### config.mk
export PLATFORM = sky130hd
export DESIGN_NAME = pipeline_elastic
export DESIGN_NICKNAME = d
export VERILOG_FILES = /design/src/rtl/pipeline_elastic.sv
export SDC_FILE = /design/constraint.sdc
export NUM_CORES = 1
export LEC_CHECK = 0
export CORE_ASPECT_RATIO = 0.5
export CORE_MARGIN = 2
export CORE_UTILIZATION = 30
export DETAILED_ROUTE_END_ITERATION = 6
export SLEW_MARGIN = 5
export SYNTH_ARGS = -nofsm -noshare
export SYNTH_HDL_FRONTEND = slang
export SYNTH_SLANG_ARGS = --single-unit
### constraint.sdc
create_clock -name clk_i -period 3.9 [get_ports clk_i]
set_clock_uncertainty 0.15 [all_clocks]
set_input_delay 0.78 -clock clk_i [delete_from_list [all_inputs] [get_ports clk_i]]
set_output_delay 0.78 -clock clk_i [all_outputs]
set_load 0.1 [all_outputs]
### src/rtl/pipeline_elastic.sv
// Elastic register pipeline: DEPTH valid/data stages with per-stage stall,
// bubble collapsing, synchronous flush and an occupancy counter.
module pipeline_elastic #(
  parameter int WIDTH = 32,
  parameter int DEPTH = 2,
  parameter int CW    = $clog2(DEPTH + 1)
) (
  input  logic             clk_i,
  input  logic             rst_n_i,
  input  logic             flush_i,
  input  logic             in_valid_i,
  output logic             in_ready_o,
  input  logic [WIDTH-1:0] din_i,
  output logic             out_valid_o,
  input  logic             out_ready_i,
  output logic [WIDTH-1:0] dout_o,
  output logic [CW-1:0]    occupancy_o
);

  logic [DEPTH-1:0] valid_q;
  logic [DEPTH-1:0] valid_d;
  logic [DEPTH-1:0] free;
  logic [DEPTH-1:0] src_valid;
  logic [WIDTH-1:0] src_data [DEPTH];
  logic [WIDTH-1:0] data_q   [DEPTH];
  logic [CW-1:0]    occ_q;
  logic [CW-1:0]    occ_d;

  assign src_valid[0] = in_valid_i;
  assign src_data[0]  = din_i;

  // A stage is free when the consumer takes the head or any stage from here
  // to the output is empty; this is the unrolled form of the free chain.
  generate
    for (genvar gi = 0; gi < DEPTH; gi++) begin : g_stage
      assign free[gi] = out_ready_i | ~(&valid_q[DEPTH-1:gi]);

      if (gi > 0) begin : g_src
        assign src_valid[gi] = valid_q[gi-1];
        assign src_data[gi]  = data_q[gi-1];
      end

      always_ff @(posedge clk_i) begin
        if (!rst_n_i) begin
          data_q[gi] <= '0;
        end else if (!flush_i && free[gi] && src_valid[gi]) begin
          data_q[gi] <= src_data[gi];
        end
      end
    end
  endgenerate

  always_comb begin
    valid_d = valid_q;
    for (int i = 0; i < DEPTH; i++) begin
      if (free[i]) begin
        valid_d[i] = src_valid[i];
      end
    end
    if (flush_i) begin
      valid_d = '0;
    end
    occ_d = CW'($countones(valid_d));
  end

  always_ff @(posedge clk_i) begin
    if (!rst_n_i) begin
      valid_q <= '0;
      occ_q   <= '0;
    end else begin
      valid_q <= valid_d;
      occ_q   <= occ_d;
    end
  end

  assign in_ready_o  = free[0] & ~flush_i & rst_n_i;
  assign out_valid_o = valid_q[DEPTH-1];
  assign dout_o      = data_q[DEPTH-1];
  assign occupancy_o = occ_q;

endmodule
==> metrics.md <==
| Metric | Value |
|---|---|
| Grt total ovfl | `0` |
| Drt total wl | `5820 um` |
| Vias after detailed routing | `1,864` |
| Endpoints failing hold | `0` |
| CP Depth | `4` |
| Fin crit period | `2920 ps` |
| Crit path from | `rst_n_i` |
| Reg2reg path depth | `3` |
| IO Port Bufs | `72` |
| Synth area leaders | `edfxtp_1 (65%), nor4b_2 (8.1%), nor3_1 (5.3%), nor4b_1 (4.8%), nand2_1 (4.1%)` |
| CP Class | `input pin to output port` |
| CTS root buf | `clkbuf_16` |
| CTS tree | `yes` |
| Number of fillers in the final layout | `886` |
| Final ANT Viol Nets | `0` |
| Area Overhead vs Synth | `37.9%` |
| Fin cells | `410` |
| DRC | `0` |
| R2R Path Start | `valid_q[0]$_SDFF_PN0_` |
| VDD IR max | `0.248 mV` |
| Mapped Cells | `204` |
| CP Launch Type | `input pin` |
| First DRT Iteration DRCs | `151` |
| Outcome | `completed` |
| Slowest-stage cell, CP | `clkdlybuf4s50_1` |
| Comb pwr share | `0.148` |
| Cell breakdown of the critical path | `clkdlybuf4s50_1 -> nand2b_4 -> nor2_1 -> buf_12` |
| Clk slew on worst S/H paths | `50 ps` |
| Crit Path Max Fanout | `6` |
| Postcts setup bufs | `0` |
| Cell area after synthesis | `2950 um^2` |
| Largest area contributor in the synthesized netlist | `edfxtp_1` |
| Layout cell share with drive strength beyond 1 | `0.142` |
| Clk pwr share | `0.398` |
| Worst reg2reg endpoint | `data_q[1][16]$_SDFFCE_PN0P_` |
| CP endpoint | `in_ready_o` |
| Fmax achieved | `342 MHz` |
| Delay-heaviest family, CP | `buffers and inverters` |
| Clk sinks | `68` |
| MaxCap Viol Count | `0` |
| Post-CTS Hold Buffers | `0` |
| Resize count post-CTS | `0` |
| Die Ht | `74.1 um` |
| Clk Latency, worst-skew pair | `320 ps` |
| Core Area | `9510 um^2` |
| Die area | `10,700 um^2` |
| Min-delay worst type | `flop to flop` |
| Placement Rows | `25` |
| Syn nets | `242` |
| Setup Viol. Count Final | `0` |
| Sequential group share of total power | `0.454` |
| Routed len/inst | `14.2 um` |
| Power Dens Cells | `461 nW/um^2` |
| Post-synthesis sequential area ratio | `0.679` |
| Worst-Margin Slew | `991 ps` |
| Yosys warns | `0` |
| Final GP Congestion | `0.749` |
| Yosys cell types | `23` |
| Slew margin rel. | `0.337` |
| Synthesized area per cell | `14.5 um^2` |
| Synth top area share | `0.652` |
| CTS Buffer Depth | `2` |
| Placed insts | `395` |
| GRT Resource Usage Total | `0.114` |
| Pin count of the biggest net entering global routing | `66` |
| NetSw | `466 uW` |
| I/O pin count | `73` |
| Commonest non-fill, non-tap cell in the layout | `clkdlybuf4s50_1` |
| Vias in the first global route | `1,892` |
| Tcrit/Tclk final | `0.749` |
| Most frequent cells in the layout | `clkdlybuf4s50_1 (71), edfxtp_1 (64), nand2_1 (32), nor3_1 (31)` |
| Fin Setup TNS | `0 ps` |
| RSZ-0062 raised after global routing | `false` |
| Critical path arrival | `1990 ps` |
| Total CTS buffers | `9` |
| WP buf/inv | `2` |
| Nets | `309` |
| Drt pass-1 iters | `4` |
| Ant diodes | `0` |
| Antenna violations before repair | `0` |
| Chip Width | `144 um` |
| First-pass GRT wire length | `9160 um` |
| DP HPWL | `3740 um` |
| Register bit count reported by yosys | `68` |
| Area of the multi-input gates | `810 um^2` |
| Initial Utilization | `0.310` |
| DR vias/cell | `4.55` |
| CP Data Required Time | `2970 ps` |
| Switching power share of the total | `0.248` |
| Fin. max-slew vios | `0` |
| Worst R2R Setup Slack | `1730 ps` |
| # H-tree levels | `3` |
| Util after Layout | `0.428` |
| FF/Latch Area | `2000 um^2` |
| Leak | `0.00135 uW` |
| Setup crit end kind | `output port` |
| Largest stage delay, worst path | `710 ps` |
| Internal Pwr Total | `1410 uW` |
==> metrics by stage <==
stage / hold slack [ps] / worst slack [ps] / instance area (um^2) / total power, uW
global placement: 381 / 975 / 3790 / 1140
global route: 464 / 925 / 4070 / 1940
finish: 427 / 980 / 4070 / 1880
CTS: 424 / 975 / 4070 / 1890
floorplan: 358 / 430 / 2960 / 1050
detailed placement: 412 / 907 / 3790 / 1140
==> tightest hold or removal path: stages, from the launching register on <==
cell      delay (ps)
dfxtp_1          340
nand2b_1         110
a211oi_1          70
==> cell type report <==
class,count,share of cell area
multi-input combinational,111,0.199
sequential,68,0.492
tap,135,0.0415
clock inverter,4,0.0102
timing repair buffer,78,0.197
inverter,3,0.00277
clock buffer,11,0.0572
==> state kept, by name (all words and copies together) (netlist names) <==
register	cells
valid_q	2
data_q	64
occupancy_o	2
==> worst min-delay path by stage <==
| stage | start | endpoint | slack, ps | cells past startpoint |
|---|---|---|---|---|
| 2_1_floorplan | valid_q[0]$_SDFF_PN0_ | valid_q[0]$_SDFF_PN0_ | 360 | 2 |
| 5_1_grt | valid_q[1]$_SDFF_PN0_ | valid_q[1]$_SDFF_PN0_ | 460 | 2 |
| 4_1_cts | valid_q[1]$_SDFF_PN0_ | valid_q[1]$_SDFF_PN0_ | 420 | 2 |
| 6_report | valid_q[1]$_SDFF_PN0_ | valid_q[1]$_SDFF_PN0_ | 430 | 2 |
| 3_3_place_gp | valid_q[0]$_SDFF_PN0_ | valid_q[0]$_SDFF_PN0_ | 380 | 2 |
| 3_5_place_dp | valid_q[1]$_SDFF_PN0_ | valid_q[1]$_SDFF_PN0_ | 410 | 2 |
==> cells by family after synthesis <==
kind of cell	Yosys count	synth area share
buf+inv	25	0.0585
flops	68	0.679
compound gates	6	0.0127
simple gates	104	0.246
fa+ha+maj	1	0.00424
==> Yosys cell counts (all sizes together) <==
cell type  instances
a211oi             1
a21oi              3
and2               2
and3b              1
buf               18
clkbuf             4
dfxtp              4
edfxtp            64
ha                 1
inv                3
nand2             32
nand2b             2
nand3b             1
nor2               1
nor2b              1
nor3              32
nor4b             32
o31ai              2
==> per-layer routing <==
metal / global-route usage / up-vias / share of wire
li1: - / 910 / -
met1: 0.131 / 914 / 0.44
met2: 0.205 / 32 / 0.51
met3: 0.0361 / 8 / 0.029
met4: 0.0388 / 0 / 0.013
met5: 0 / - / 0
==> power groups by stage <==
stage / logic [uW] / clock network, uW / registers, uW
final: 277 / 747 / 851
after detailed placement: 279 / 0 / 865
after global routing: 290 / 791 / 855
after CTS: 280 / 760 / 851
after global placement: 278 / 0 / 864
after floorplan: 64.2 / 0 / 987
(Power assumes the default switching activity.)
